File: src/rtl/dm_arb_pkg.sv
// Shared types and helpers for the DM_4K port arbiter.
package dm_arb_pkg;
  typedef enum logic {S_CPU = 1'b0, S_DBG = 1'b1} state_e;

  localparam int WORD_BYTES    = 4;
  localparam int LEN_W         = 4;
  localparam int ADDR_W_DEF    = 12;
  localparam int DATA_W_DEF    = 32;
  localparam int BURST_MAX_DEF = 8;
  localparam int MAX_WAIT_DEF  = 4;

  // Zero-length bursts run one beat; oversize bursts are cut to bmax.
  function automatic logic [LEN_W-1:0] clamp_len(input logic [LEN_W-1:0] len,
                                                 input logic [LEN_W-1:0] bmax);
    if (len == '0) return LEN_W'(1);
    if (len > bmax) return bmax;
    return len;
  endfunction
endpackage

File: src/rtl/dbg_burst_ctr.sv
// Debug burst sequencer: latches base/length, walks word addresses with wrap.
module dbg_burst_ctr import dm_arb_pkg::*; #(
  parameter int ADDR_W    = ADDR_W_DEF,
  parameter int BURST_MAX = BURST_MAX_DEF
) (
  input  logic              i_clk,
  input  logic              i_rst_n,
  input  logic              i_load,
  input  logic              i_adv,
  input  logic [ADDR_W-1:0] i_addr,
  input  logic [LEN_W-1:0]  i_len,
  output logic [ADDR_W-1:0] o_addr,
  output logic              o_last
);
  logic [ADDR_W-1:0] r_base;
  logic [LEN_W-1:0]  r_len;
  logic [LEN_W-1:0]  r_beat;
  logic              w_unused_lo;

  assign w_unused_lo = &{1'b0, i_addr[1:0]};

  always_ff @(posedge i_clk or negedge i_rst_n) begin
    if (!i_rst_n) begin
      r_base <= '0;
      r_len  <= LEN_W'(1);
      r_beat <= '0;
    end else if (i_load) begin
      r_base <= {i_addr[ADDR_W-1:2], 2'b00};
      r_len  <= clamp_len(i_len, LEN_W'(BURST_MAX));
      r_beat <= '0;
    end else if (i_adv) begin
      r_beat <= r_beat + LEN_W'(1);
    end
  end

  // Sum truncates to ADDR_W, so bursts wrap around the top of memory.
  assign o_addr = r_base + ADDR_W'(r_beat) * ADDR_W'(WORD_BYTES);
  assign o_last = (r_beat == r_len - LEN_W'(1));
endmodule

File: src/rtl/dm_arbiter.sv
// Shares the DM_4K port between the zero-latency CPU path and debug word bursts.
module dm_arbiter import dm_arb_pkg::*; #(
  parameter int ADDR_W    = ADDR_W_DEF,
  parameter int DATA_W    = DATA_W_DEF,
  parameter int MAX_WAIT  = MAX_WAIT_DEF,
  parameter int BURST_MAX = BURST_MAX_DEF
) (
  input  logic              i_clk,
  input  logic              i_rst_n,
  input  logic              i_cpu_req,
  input  logic              i_cpu_we,
  input  logic [3:0]        i_cpu_be,
  input  logic [ADDR_W-1:0] i_cpu_addr,
  input  logic [DATA_W-1:0] i_cpu_wdata,
  output logic [DATA_W-1:0] o_cpu_rdata,
  output logic              o_cpu_stall,
  input  logic              i_dbg_req,
  input  logic              i_dbg_we,
  input  logic [ADDR_W-1:0] i_dbg_addr,
  input  logic [LEN_W-1:0]  i_dbg_len,
  input  logic [DATA_W-1:0] i_dbg_wdata,
  output logic              o_dbg_wready,
  output logic [DATA_W-1:0] o_dbg_rdata,
  output logic              o_dbg_rvalid,
  output logic              o_dbg_done,
  output logic              o_mem_en,
  output logic              o_mem_we,
  output logic [3:0]        o_mem_be,
  output logic [ADDR_W-1:0] o_mem_addr,
  output logic [DATA_W-1:0] o_mem_wdata,
  input  logic [DATA_W-1:0] i_mem_rdata
);
  localparam int WCW = (MAX_WAIT > 1) ? $clog2(MAX_WAIT) : 1;
  localparam logic [WCW-1:0] WAIT_TOP = WCW'(MAX_WAIT - 1);

  state_e            r_state, w_next;
  logic [WCW-1:0]    r_wait;
  logic              r_we;
  logic              r_rvalid, r_done;
  logic [DATA_W-1:0] r_rdata;
  logic              w_start, w_beat, w_last;
  logic [ADDR_W-1:0] w_beat_addr;

  // A waiting burst may only steal the port once the CPU has had its share.
  assign w_start = (r_state == S_CPU) && i_dbg_req &&
                   (!i_cpu_req || (r_wait == WAIT_TOP));
  assign w_beat  = (r_state == S_DBG);

  dbg_burst_ctr #(.ADDR_W(ADDR_W), .BURST_MAX(BURST_MAX)) u_ctr (
    .i_clk   (i_clk),
    .i_rst_n (i_rst_n),
    .i_load  (w_start),
    .i_adv   (w_beat),
    .i_addr  (i_dbg_addr),
    .i_len   (i_dbg_len),
    .o_addr  (w_beat_addr),
    .o_last  (w_last)
  );

  always_ff @(posedge i_clk or negedge i_rst_n) begin
    if (!i_rst_n) r_state <= S_CPU;
    else          r_state <= w_next;
  end

  always_comb begin
    w_next       = r_state;
    o_mem_en     = 1'b0;
    o_mem_we     = 1'b0;
    o_mem_be     = 4'h0;
    o_mem_addr   = '0;
    o_mem_wdata  = '0;
    o_cpu_stall  = 1'b0;
    o_dbg_wready = 1'b0;
    case (r_state)
      S_CPU: begin
        o_mem_en = i_cpu_req;
        o_mem_we = i_cpu_req & i_cpu_we;
        if (i_cpu_req) begin
          o_mem_be    = i_cpu_be;
          o_mem_addr  = i_cpu_addr;
          o_mem_wdata = i_cpu_wdata;
        end
        if (w_start) w_next = S_DBG;
      end
      S_DBG: begin
        o_mem_en    = 1'b1;
        o_mem_we    = r_we;
        o_mem_be    = 4'hF;
        o_mem_addr  = w_beat_addr;
        o_cpu_stall = i_cpu_req;
        if (r_we) begin
          o_dbg_wready = 1'b1;
          o_mem_wdata  = i_dbg_wdata;
        end
        if (w_last) w_next = S_CPU;
      end
      default: w_next = S_CPU;
    endcase
  end

  always_ff @(posedge i_clk or negedge i_rst_n) begin
    if (!i_rst_n) begin
      r_wait <= '0;
    end else if (!i_dbg_req || w_start || w_beat) begin
      r_wait <= '0;
    end else if (i_cpu_req && (r_wait != WAIT_TOP)) begin
      r_wait <= r_wait + WCW'(1);
    end
  end

  always_ff @(posedge i_clk or negedge i_rst_n) begin
    if (!i_rst_n) begin
      r_we     <= 1'b0;
      r_rvalid <= 1'b0;
      r_done   <= 1'b0;
      r_rdata  <= '0;
    end else begin
      if (w_start) r_we <= i_dbg_we;
      r_rvalid <= w_beat && !r_we;
      r_done   <= w_beat && w_last;
      if (w_beat && !r_we) r_rdata <= i_mem_rdata;
    end
  end

  assign o_cpu_rdata  = i_mem_rdata;
  assign o_dbg_rdata  = r_rdata;
  assign o_dbg_rvalid = r_rvalid;
  assign o_dbg_done   = r_done;
endmodule

File: config.mk
export PLATFORM = sky130hd
export DESIGN_NAME = dm_arbiter
export DESIGN_NICKNAME = d
export VERILOG_FILES = /design/src/rtl/dm_arb_pkg.sv /design/src/rtl/dbg_burst_ctr.sv /design/src/rtl/dm_arbiter.sv
export SDC_FILE = /design/constraint.sdc
export NUM_CORES = 1
export LEC_CHECK = 0
export CAP_MARGIN = 20
export CORE_UTILIZATION = 35
export CTS_CLUSTER_DIAMETER = 100
export CTS_CLUSTER_SIZE = 28
export DETAILED_ROUTE_END_ITERATION = 10
export GPL_ROUTABILITY_DRIVEN = 0
export PLACE_DENSITY_LB_ADDON = 0.1
export SYNTH_ARGS = -nofsm -noshare
export SYNTH_HDL_FRONTEND = slang
export SYNTH_HIERARCHICAL = 1
export SYNTH_SLANG_ARGS = --single-unit
File: constraint.sdc
create_clock -name i_clk -period 2.4 [get_ports i_clk]
set_input_delay 0.24 -clock i_clk [delete_from_list [all_inputs] [get_ports i_clk]]
set_output_delay 0.24 -clock i_clk [all_outputs]
set_load 0.005 [all_outputs]
Word-level counts from Yosys, hierarchy flattened
Index checks and enable logic that the tools add are counted.
- register bits: 56
- output and inout bits: 118
- input bits: 134
- word-level logic and storage cells: 61
- $lt $le $gt $ge: 1
- reductions and logical operators: 14
- mux-type cells: 28
- bitwise gates (word level): 2
- equality and inequality tests: 3
- add/sub/neg operators: 4
- operators with widths (cell ; number):
    $mux 32 ; 2
    $pmux 32 s2 ; 1
    $mux 4 ; 7
    $pmux 12 s2 ; 1
    $add 12x6->12 ; 1
    $mux 12 ; 1
    $mux 1 ; 10
    $pmux 4 s2 ; 1
    $pmux 1 s2 ; 3
    $logic_and 1x1->1 ; 5
    $add 4x1->4 const B ; 1
    $eq 4x4->1 ; 1
    $gt 4x4->1 const B ; 1
    $logic_not 4->1 ; 1
    $mux 2 ; 2
    $reduce_bool 2->1 ; 2
    $sub 4x1->4 const B ; 1
    $logic_not 1->1 ; 3
    $logic_or 1x1->1 ; 3
    $add 2x1->2 const B ; 1
    $eq 2x2->1 const B ; 1
    $ne 2x2->1 const B ; 1
    $and 1x1->1 ; 1
    $not 1->1 ; 1

Depth between registers and ports, before layout
Gate-level depths: netlist (run 1).
- depth after elaboration: 8
- mapped depth: 7
- mapped depth without buffers: 7

By module
The synthesis (run 1) kept the hierarchy.
- modules (own cells, without submodules) (module ; times used ; area an instance (µm²) ; sequential area each (µm²) ; cells an instance):
    dm_arbiter ; 1 ; 2369.8 ; 950.9 ; 184
    dbg_burst_ctr ; 1 ; 1148.6 ; 451.7 ; 116

Least setup slack after synthesis (run 1)
No wires, ideal clock.
- path type: register -> output
- start: register u_ctr.r_beat[0]
- end: output o_mem_addr[10]
- data arrival time: 1.817 ns
- cell stages (with the launch flop): 8
- setup slack: 0.343 ns
- path buffers: 0
- cell sequence: dfrtp_1 ha_1 inv_1 fa_1 nand2b_1 a211oi_1 xnor2_1 a22o_1
- cells in the longest elaborated chain, start to end: 2
- RTL lines (element ; line ; text):
    from (decl) ; dbg_burst_ctr.sv:17 ; logic [LEN_W-1:0] r_beat;
    from (signal assigned) ; dbg_burst_ctr.sv:32 ; r_beat <= r_beat + LEN_W'(1);
    $add 12x6->12 ; dbg_burst_ctr.sv:37 ; assign o_addr = r_base + ADDR_W'(r_beat) * ADDR_W'(WORD_BYTES);
    net w_beat_addr[10] ; dm_arbiter.sv:42 ; logic [ADDR_W-1:0] w_beat_addr;
    $pmux 12 s2 ; dm_arbiter.sv:74 ; case (r_state)
    to (decl) ; dm_arbiter.sv:29 ; output logic [ADDR_W-1:0] o_mem_addr,
The timed path passes the listed nets, and every way through them passes these cells.

Worst setup path in the final report (run 1)
Ends and elaborated chain as after synthesis.

==> impl_metrics.json, run 1 <==
{
  "outcome": "complete, no violations",
  "crit_arrival_ns": 2.15,
  "h-tree-depth": 2,
  "netlist_area_um2": 3520,
  "criticalPathCategory": "flip-flop to primary output",
  "postRouteAntennaNets": 0,
  "fin_crit_sh": 0.995,
  "leakage_nw": 2.59,
  "async_flop_share": 1.00,
  "core_region_area_um2": 9770,
  "crit_fanout": 3,
  "grt_start_max_net_pins": 46,
  "clkSinkCount": 56,
  "tritoncts": "built",
  "worst_slew_pin_slew_ns": 0.647,
  "antenna_cells": 0,
  "firstDrtPassIters": 4,
  "reg2reg_slack_ns": 0.68,
  "rr_worst_depth": 4,
  "ys_warn_count": 6,
  "end_kind": "primary output",
  "yosysSeqAreaShare": 0.399,
  "r2r_start": "r_state",
  "synth_edf_count": 0,
  "rows": 36,
  "postLayoutCoreUtil": 0.623,
  "rr_endpoint": "o_dbg_rdata[6]",
  "finalHoldViolCount": 0,
  "ys_ff_latch": 56,
  "io_pins": 252,
  "num_vias": 3136,
  "vdd_ir_drop_max_v": 0.000576,
  "grt_usage": 0.182,
  "die-area_um2": 10500,
  "drt-total-wl_um": 10100,
  "routed_via_density": 4.71,
  "fin_nets": 675,
  "fin_total_pwr_mw": 6.95,
  "route.detailed.drc": 0,
  "required_ns": 2.16,
  "cts_made_buffers": 5,
  "die_x_um": 102,
  "startpoint": "u_ctr/r_beat[0]",
  "antenna_found_initial": 0,
  "crit_path_start_kind": "flip-flop",
  "min_period_ns": 2.39,
  "rsz0062_at_grt": "true",
  "syn_avg_cell_area_um2": 11.7,
  "tns_ns": 0,
  "hold_ws_ns": 0.486,
  "dr.first_iter.drc_count": 55,
  "max_freq_mhz": 419,
  "syn_to_final_growth_pct": 73.1,
  "port_buffers": 249,
  "clock_latency_ns": 0.30,
  "grt_pass1_wl_um": 15000,
  "slew-limit-headroom": 0.569,
  "setup_viol": 0,
  "powerDensity_nw_per_um2": 1140,
  "ys.flop_type": "dfrtp_1",
  "max-cap-violations": 0,
  "clk_pin_slew_ns": 0.09,
  "cts.path.max_buffers": 2,
  "syn_inst": 300,
  "initial_core_util": 0.360,
  "synth_area_leaders": "dfrtp_1, mux2_4, a22o_1",
  "die_h_um": 102,
  "wl_per_cell_um": 15.2,
  "drive_above_1_share": 0.195,
  "netlist.area_leader.share": 0.391,
  "synth_top_cell_by_area": "dfrtp_1",
  "dp_hpwl_um": 7970,
  "gr-total-overflow": 0,
  "hp-class": "input pin to asynchronous set/reset pin",
  "finalMaxSlewViolations": 0,
  "clockRootBuffer": "clkbuf_8",
  "grt_pass1_vias": 3105,
  "fill_cells": 849,
  "ys_types": 45,
  "fin_skew_ns": 0.00386
}
-- sequential cells by signal, indices dropped and copies added, names as in the netlist, 2 cells and up --
register,flops
u_ctr/r_beat,4
r_wait,2
o_dbg_rdata,32
u_ctr/r_len,4
u_ctr/r_base,10
-- synth_stat cells (2+ instances only) --
cell type and number:
inv_1 10, and2_1 3, a22o_1 44, buf_6 6
clkbuf_1 2, o21ai_0 7, nand2_1 15, buf_2 2
a211oi_1 2, nor2_1 10, nor2b_1 3, xor2_1 5
or2_2 2, a21oi_1 3, ha_1 7, buf_4 38
nand2b_1 3, o211ai_1 2, o22ai_1 4, mux2_2 13
buf_12 3, xnor2_1 9, mux2_4 29, nand3_1 3
dfrtp_1 55
-- cells in the final DEF, fill, tap and decap left out, types with 2 or more instances in the layout --
cell	netlist	layout
clkdlybuf4s50_1	0	239
dfrtp_1	55	54
a22o_1	44	44
mux2_4	29	29
buf_4	38	25
nand2_1	15	15
mux2_2	13	13
inv_1	10	9
nor2_1	10	9
xnor2_1	9	9
o21ai_0	7	7
clkbuf_8	0	5
xor2_1	5	5
o22ai_1	4	4
buf_2	2	4
and2_1	3	3
ha_1	7	3
dlygate4sd2_1	0	3
a21oi_2	0	3
nand3_1	3	3
ha_4	0	3
nand2b_1	3	2
or2_2	2	2
clkbuf_2	0	2
nor2b_1	3	2
a211oi_2	1	2
o211ai_1	2	2
conb_1	1	2
-- through the flow --
stage	area, um2	instances	setup WS [ns]
6_report	6090	666	0.0130
5_1_grt	6090	666	-0.0748
4_1_cts	6080	664	-0.129
3_5_place_dp	5870	646	-0.0646
3_3_place_gp	5870	646	-0.0225
2_1_floorplan	3520	301	0.343
-- worst max-delay path by stage --
stage                           endpoint  slack (ns)  cells past startpoint
after detailed placement  o_mem_addr[10]       -0.06                      8
after global routing      o_mem_addr[10]       -0.07                      9
after CTS                 o_mem_addr[10]       -0.13                      9
after global placement    o_mem_addr[10]       -0.02                      8
after floorplan           o_mem_addr[10]        0.34                      7
final                     o_mem_addr[10]        0.01                      9
-- cell families after synthesis --
kind of cell / synth area share
compound gates: 0.155
xor+xnor: 0.0349
fa+ha+maj: 0.0306
buf+inv: 0.135
flops: 0.399
mux: 0.168
other cells: 0.00107
simple gates: 0.0765
-- where the power goes --
part           total [mW]  internal (mW)  switching (mW)  leakage [nW]
combinational        4.67           2.99            1.67          1.89
sequential           1.78           1.42           0.359         0.665
clock               0.502          0.205           0.297        0.0417
total                6.95           4.62            2.33          2.59
-- cell type report --
class / instances / area (um2) / share of cell area
sequential: 56 / 1400 / 0.230
timing repair buffer: 276 / 2680 / 0.440
tap: 133 / 166 / 0.0273
multi-input combinational: 183 / 1720 / 0.282
clock inverter: 1 / 8.76 / 0.00144
clock buffer: 6 / 72.6 / 0.0119
inverter: 11 / 43.8 / 0.00719
-- worst max-delay path: stages (launching register included) --
cell,delay (ns)
dfrtp_1,0.38
ha_2,0.19
inv_2,0.04
fa_2,0.33
nand2b_4,0.15
buf_4,0.13
a211oi_2,0.19
xnor2_1,0.10
a22o_1,0.23
clkbuf_2,0.11
-- layer usage --
metal | GRT usage | up-vias | routed length (um)
li1 | - | 1502 | -
met1 | 0.227 | 1484 | 4150
met2 | 0.302 | 136 | 4920
met3 | 0.0609 | 14 | 884
met4 | 0.0484 | 0 | 145
met5 | 0 | - | 0
-- repair_timing --
item                                    4_1_cts  5_1_grt
endpoints found under the setup margin        8        6
gates resized for setup                      32        4
endpoints found under the hold margin        27        0
hold buffers                                  1        0
pin swaps                                    18       15
buffers inserted                             10        3
No activity file was read; power rests on OpenSTA's default activity.
==> inputs of run 2 (changes only) <==
--- a/config.mk
+++ b/config.mk
@@ -11,6 +11,7 @@
 export CTS_CLUSTER_SIZE = 28
 export DETAILED_ROUTE_END_ITERATION = 10
 export GPL_ROUTABILITY_DRIVEN = 0
+export HOLD_SLACK_MARGIN = 0.06
 export PLACE_DENSITY_LB_ADDON = 0.1
 export SYNTH_ARGS = -nofsm -noshare
 export SYNTH_HDL_FRONTEND = slang
==> constraint.sdc (replaced) <==
create_clock -name i_clk -period 2.4 [get_ports i_clk]
set_input_delay 0.48 -clock i_clk [delete_from_list [all_inputs] [get_ports i_clk]]
set_output_delay 0.48 -clock i_clk [all_outputs]
set_load 0.005 [all_outputs]
==> impl_metrics.json, run 2 (same netlist as run 1, synthesis figures left out) <==
{
  "grt_start_max_net_pins": 46,
  "rsz0062_at_grt": "true",
  "grt_pass1_wl_um": 14600,
  "slew-limit-headroom": 0.566,
  "h-tree-depth": 2,
  "hp-class": "input pin to asynchronous set/reset pin",
  "finalMaxSlewViolations": 0,
  "initial_core_util": 0.360,
  "die-area_um2": 10500,
  "tritoncts": "built",
  "mostFrequentLayoutCells": "clkdlybuf4s50_1, dfrtp_1, a22o_1",
  "cts.path.max_buffers": 2,
  "leakage_nw": 3.15,
  "grt_usage": 0.179,
  "final_common_cell": "clkdlybuf4s50_1",
  "crit_arrival_ns": 2.05,
  "antenna_cells": 0,
  "hold_ws_ns": 0.189,
  "crit_path_start_kind": "flip-flop",
  "finalHoldViolCount": 0,
  "core_region_area_um2": 9770,
  "instances_no_fill": 669,
  "grt_pass1_vias": 2972,
  "die_h_um": 102,
  "clk_pin_slew_ns": 0.10,
  "worst_slew_pin_slew_ns": 0.652,
  "crit_fanout": 3,
  "clockRootBuffer": "clkbuf_8",
  "firstDrtPassIters": 5,
  "routed_via_density": 4.66,
  "die_x_um": 102,
  "route.detailed.drc": 0,
  "io_pins": 252,
  "drive_above_1_share": 0.215,
  "largest_reg_flops": 32,
  "max-cap-violations": 0,
  "place_inst": 650,
  "drt-total-wl_um": 10300,
  "fill_cells": 799,
  "postRouteAntennaNets": 0,
  "holdBufCountCts": 0,
  "criticalPathCategory": "flip-flop to primary output",
  "required_ns": 1.92,
  "switching_share": 0.339,
  "intPower_mw": 4.66,
  "port_buffers": 249,
  "gr-total-overflow": 0,
  "p_clk_frac": 0.072,
  "fin_nets": 677,
  "p_seq_frac": 0.251,
  "clock_latency_ns": 0.30,
  "min_period_ns": 2.53,
  "max_freq_mhz": 396,
  "rows": 36,
  "p_comb_frac": 0.676,
  "vdd_ir_drop_max_v": 0.000532,
  "syn_to_final_growth_pct": 78.9,
  "register_area_um2": 1400,
  "fin_skew_ns": 0.00939,
  "multi_input_area_um2": 1730,
  "p_sw_mw": 2.39,
  "num_vias": 3120,
  "cts_made_buffers": 5,
  "worst_slack_ns": -0.125,
  "violations": "negative setup slack",
  "outcome": "finished, violations left",
  "clkSinkCount": 56,
  "end_kind": "primary output",
  "setup_viol": 5,
  "fin_crit_sh": 1.05,
  "antenna_found_initial": 0,
  "powerDensity_nw_per_um2": 1120,
  "dp_hpwl_um": 7790,
  "wl_per_cell_um": 15.4,
  "dr.first_iter.drc_count": 88
}
==> run 2: changes by cell type in the layout (fill, tap and decap cells not counted), moves of 3 or more <==
cell	delta
buf_6	+4
buf_2	+4
buf_12	+5
dlymetal6s2s_1	+35
clkdlybuf4s50_1	-36
dlygate4sd2_1	-3
buf_4	-8
==> run 2: what timing repair did <==
action | CTS | global route
endpoints found under the setup margin | 45 | 45
pin swaps | 23 | 14
resized for setup | 47 | 46
gates cloned | 0 | 3
endpoints found under the hold margin | 0 | 0
buffers inserted | 4 | 4
==> run 2: per-stage QoR <==
| stage | setup TNS [ns] | power, mW | area, um2 | setup slack [ns] | util |
|---|---|---|---|---|---|
| final | -0.430 | 7.05 | 6290 | -0.125 | 0.644 |
| after global routing | -1.07 | 7.59 | 6290 | -0.227 | 0.644 |
| after CTS | -6.16 | 7.05 | 6100 | -0.204 | 0.624 |
| after global placement | -6.31 | 6.31 | 5950 | -0.264 | 0.609 |
| after floorplan | 0 | 4.29 | 3520 | 0.103 | - |
| after detailed placement | -6.85 | 6.38 | 5950 | -0.288 | 0.609 |
==> run 2: power groups by stage <==
stage                     registers (mW)  logic [mW]  clock network (mW)
after floorplan                     1.75        2.54                   0
after global placement              1.75        4.56                   0
after detailed placement            1.75        4.63                   0
after CTS                           1.77        4.75               0.537
after global routing                1.83        5.17               0.581
final                               1.77        4.77               0.509
==> run 2: worst max-delay path, stage by stage, from the launching register on <==
cell and delay, ns:
dfrtp_1 0.37, ha_2 0.20, inv_2 0.04, fa_2 0.33
nand2b_4 0.17, a211oi_2 0.20, xor2_1 0.09, a22o_1 0.23
buf_2 0.12
==> run 2: area by class of cell <==
type,count,area share
Timing Repair Buffer,278,0.455
Multi-Input combinational cell,183,0.275
Sequential cell,56,0.223
Tap cell,133,0.0264
Clock buffer,6,0.0115
Inverter,11,0.00696
Clock inverter,2,0.00219
==> run 2: final timing paths <==
check	from	endpoint	slack, ns	cells past startpoint
worst max register to register	u_ctr/r_len[0]	r_state	0.77	5
min in group i_clk	o_dbg_rdata[4]	o_dbg_rdata[4]	0.52	1
worst min register to register	o_dbg_rdata[4]	o_dbg_rdata[4]	0.52	1
worst max-delay path	u_ctr/r_beat[0]	o_mem_addr[8]	-0.13	8
max in group asynchronous	i_rst_n	u_ctr/r_len[0]	1.55	2
worst min-delay path	i_rst_n	o_dbg_rdata[31]	0.19	1
==> run 2: per-layer routing <==
metal / GRT usage / part of all wire
met4: 0.0473 / 0.0092
met3: 0.0458 / 0.077
met1: 0.237 / 0.44
met5: 0 / 0
met2: 0.290 / 0.48
==> inputs of run 3 (changes only) <==
--- a/config.mk
+++ b/config.mk
@@ -6,6 +6,7 @@
 export NUM_CORES = 1
 export LEC_CHECK = 0
 export CAP_MARGIN = 20
+export CORE_MARGIN = 2
 export CORE_UTILIZATION = 35
 export CTS_CLUSTER_DIAMETER = 100
 export CTS_CLUSTER_SIZE = 28
@@ -13,6 +14,7 @@
 export GPL_ROUTABILITY_DRIVEN = 0
 export HOLD_SLACK_MARGIN = 0.06
 export PLACE_DENSITY_LB_ADDON = 0.1
+export SETUP_SLACK_MARGIN = 0.05
 export SYNTH_ARGS = -nofsm -noshare
 export SYNTH_HDL_FRONTEND = slang
 export SYNTH_HIERARCHICAL = 1
==> impl_metrics.json, run 3 (same netlist as run 1, synthesis figures left out) <==
{
  "outcome": "finished, violations left",
  "violations": "negative setup slack",
  "h-tree-depth": 2,
  "crit_path_start_kind": "flip-flop",
  "crit_slowest_cell": "dfrtp_1",
  "fin_nets": 691,
  "leakage_nw": 3.07,
  "slowest_delay_ns": 0.36,
  "rows": 36,
  "setup_viol": 6,
  "fin_crit_sh": 1.06,
  "die-area_um2": 10900,
  "crit_buf_inv": 2,
  "hp-class": "flip-flop to flip-flop",
  "initial_core_util": 0.360,
  "finalMaxSlewViolations": 0,
  "tns_ns": -0.638,
  "min_period_ns": 2.54,
  "worst_slack_ns": -0.137,
  "required_ns": 1.92,
  "fill_cells": 798,
  "postLayoutCoreUtil": 0.662,
  "fin_area_um2": 6470,
  "routed_via_density": 4.74,
  "clkSinkCount": 56,
  "cts.path.max_buffers": 2,
  "fin_skew_ns": 0.0131,
  "mostFrequentLayoutCells": "clkdlybuf4s50_1, dfrtp_1, a22o_1",
  "antenna_cells": 0,
  "core_region_area_um2": 9770,
  "port_buffers": 249,
  "cp_top_family": "adder cells",
  "firstDrtPassIters": 4,
  "rsz0062_at_grt": "true",
  "num_vias": 3238,
  "gr-total-overflow": 0,
  "clock_latency_ns": 0.31,
  "instances_no_fill": 683,
  "crit_fanout": 3,
  "hold_ws_ns": 0.520,
  "finalHoldViolCount": 0,
  "crit_arrival_ns": 2.06,
  "dr.first_iter.drc_count": 171,
  "final_common_cell": "clkdlybuf4s50_1",
  "die_h_um": 104,
  "max-cap-violations": 0,
  "tritoncts": "built",
  "largest_reg_flops": 32,
  "grt_pass1_wl_um": 17100,
  "criticalPathCategory": "flip-flop to primary output",
  "dp_hpwl_um": 8390,
  "route.detailed.drc": 0,
  "place_inst": 650,
  "powerDensity_nw_per_um2": 1170,
  "register_area_um2": 1410,
  "multi_input_area_um2": 1750,
  "io_pins": 252,
  "die_x_um": 104,
  "drive_above_1_share": 0.240,
  "postPlaceCellArea_um2": 5940,
  "grt_start_max_net_pins": 35,
  "max_freq_mhz": 394,
  "postRouteAntennaNets": 0,
  "grt_usage": 0.194,
  "cts_made_buffers": 5,
  "crit_chain": "ha_2 -> inv_2 -> fa_2 -> nand2b_4 -> a211oi_2 -> xor2_1 -> a22o_1 -> buf_2",
  "grt_pass1_vias": 3227,
  "wl_per_cell_um": 16.7,
  "vdd_ir_drop_max_v": 0.000653,
  "clk_pin_slew_ns": 0.10,
  "drt-total-wl_um": 11400,
  "clockRootBuffer": "clkbuf_8",
  "syn_to_final_growth_pct": 84.0,
  "end_kind": "primary output",
  "antenna_found_initial": 0
}
## run 3: stage by stage
step	setup slack, ns	total power [mW]
finish	-0.137	7.59
global route	-0.244	8.08
CTS	-0.182	7.44
detailed placement	-0.296	6.41
global placement	-0.262	6.31
floorplan	0.103	4.29
## run 3: final timing paths
path | start | end | slack (ns) | cells past startpoint
worst min-delay path | o_dbg_rdata[0] | o_dbg_rdata[0] | 0.52 | 1
worst min register to register | o_dbg_rdata[0] | o_dbg_rdata[0] | 0.52 | 1
worst max register to register | u_ctr/r_len[0] | r_state | 0.75 | 5
max in group asynchronous | i_rst_n | u_ctr/r_len[0] | 1.24 | 3
worst max-delay path | u_ctr/r_base[2] | o_mem_addr[8] | -0.14 | 8
min in group asynchronous | i_rst_n | o_dbg_rdata[1] | 0.55 | 2
## run 3: layout make-up
type / count / area share
repair buffers: 292 / 0.460
flip-flops and latches: 56 / 0.217
multi-input cells: 183 / 0.270
clock inverters: 3 / 0.0106
clock buffers: 5 / 0.0106
well taps: 133 / 0.0257
inverters: 11 / 0.00676
## run 3: metal layers
layer	share of wire	global-route usage	wire length, um	vias to the layer above
met4	0.011	0.0405	126	0
met2	0.50	0.335	5660	147
met1	0.42	0.237	4790	1548
met5	0	0	0	-
met3	0.074	0.0627	849	12
li1	-	-	-	1531
## run 3: timing repair
item,4_1_cts,5_1_grt
cloned,2,3
endpoints found under the setup margin,45,36
hold buffers,1,0
gates resized for setup,69,32
buffers inserted,8,13
endpoints found under the hold margin,8,0
pin swaps,24,20
## run 3: power breakdown
part / switching [mW] / leakage, nW / internal, mW
clock network: 0.312 / 0.0687 / 0.420
logic: 1.88 / 2.34 / 3.21
registers: 0.337 / 0.664 / 1.42
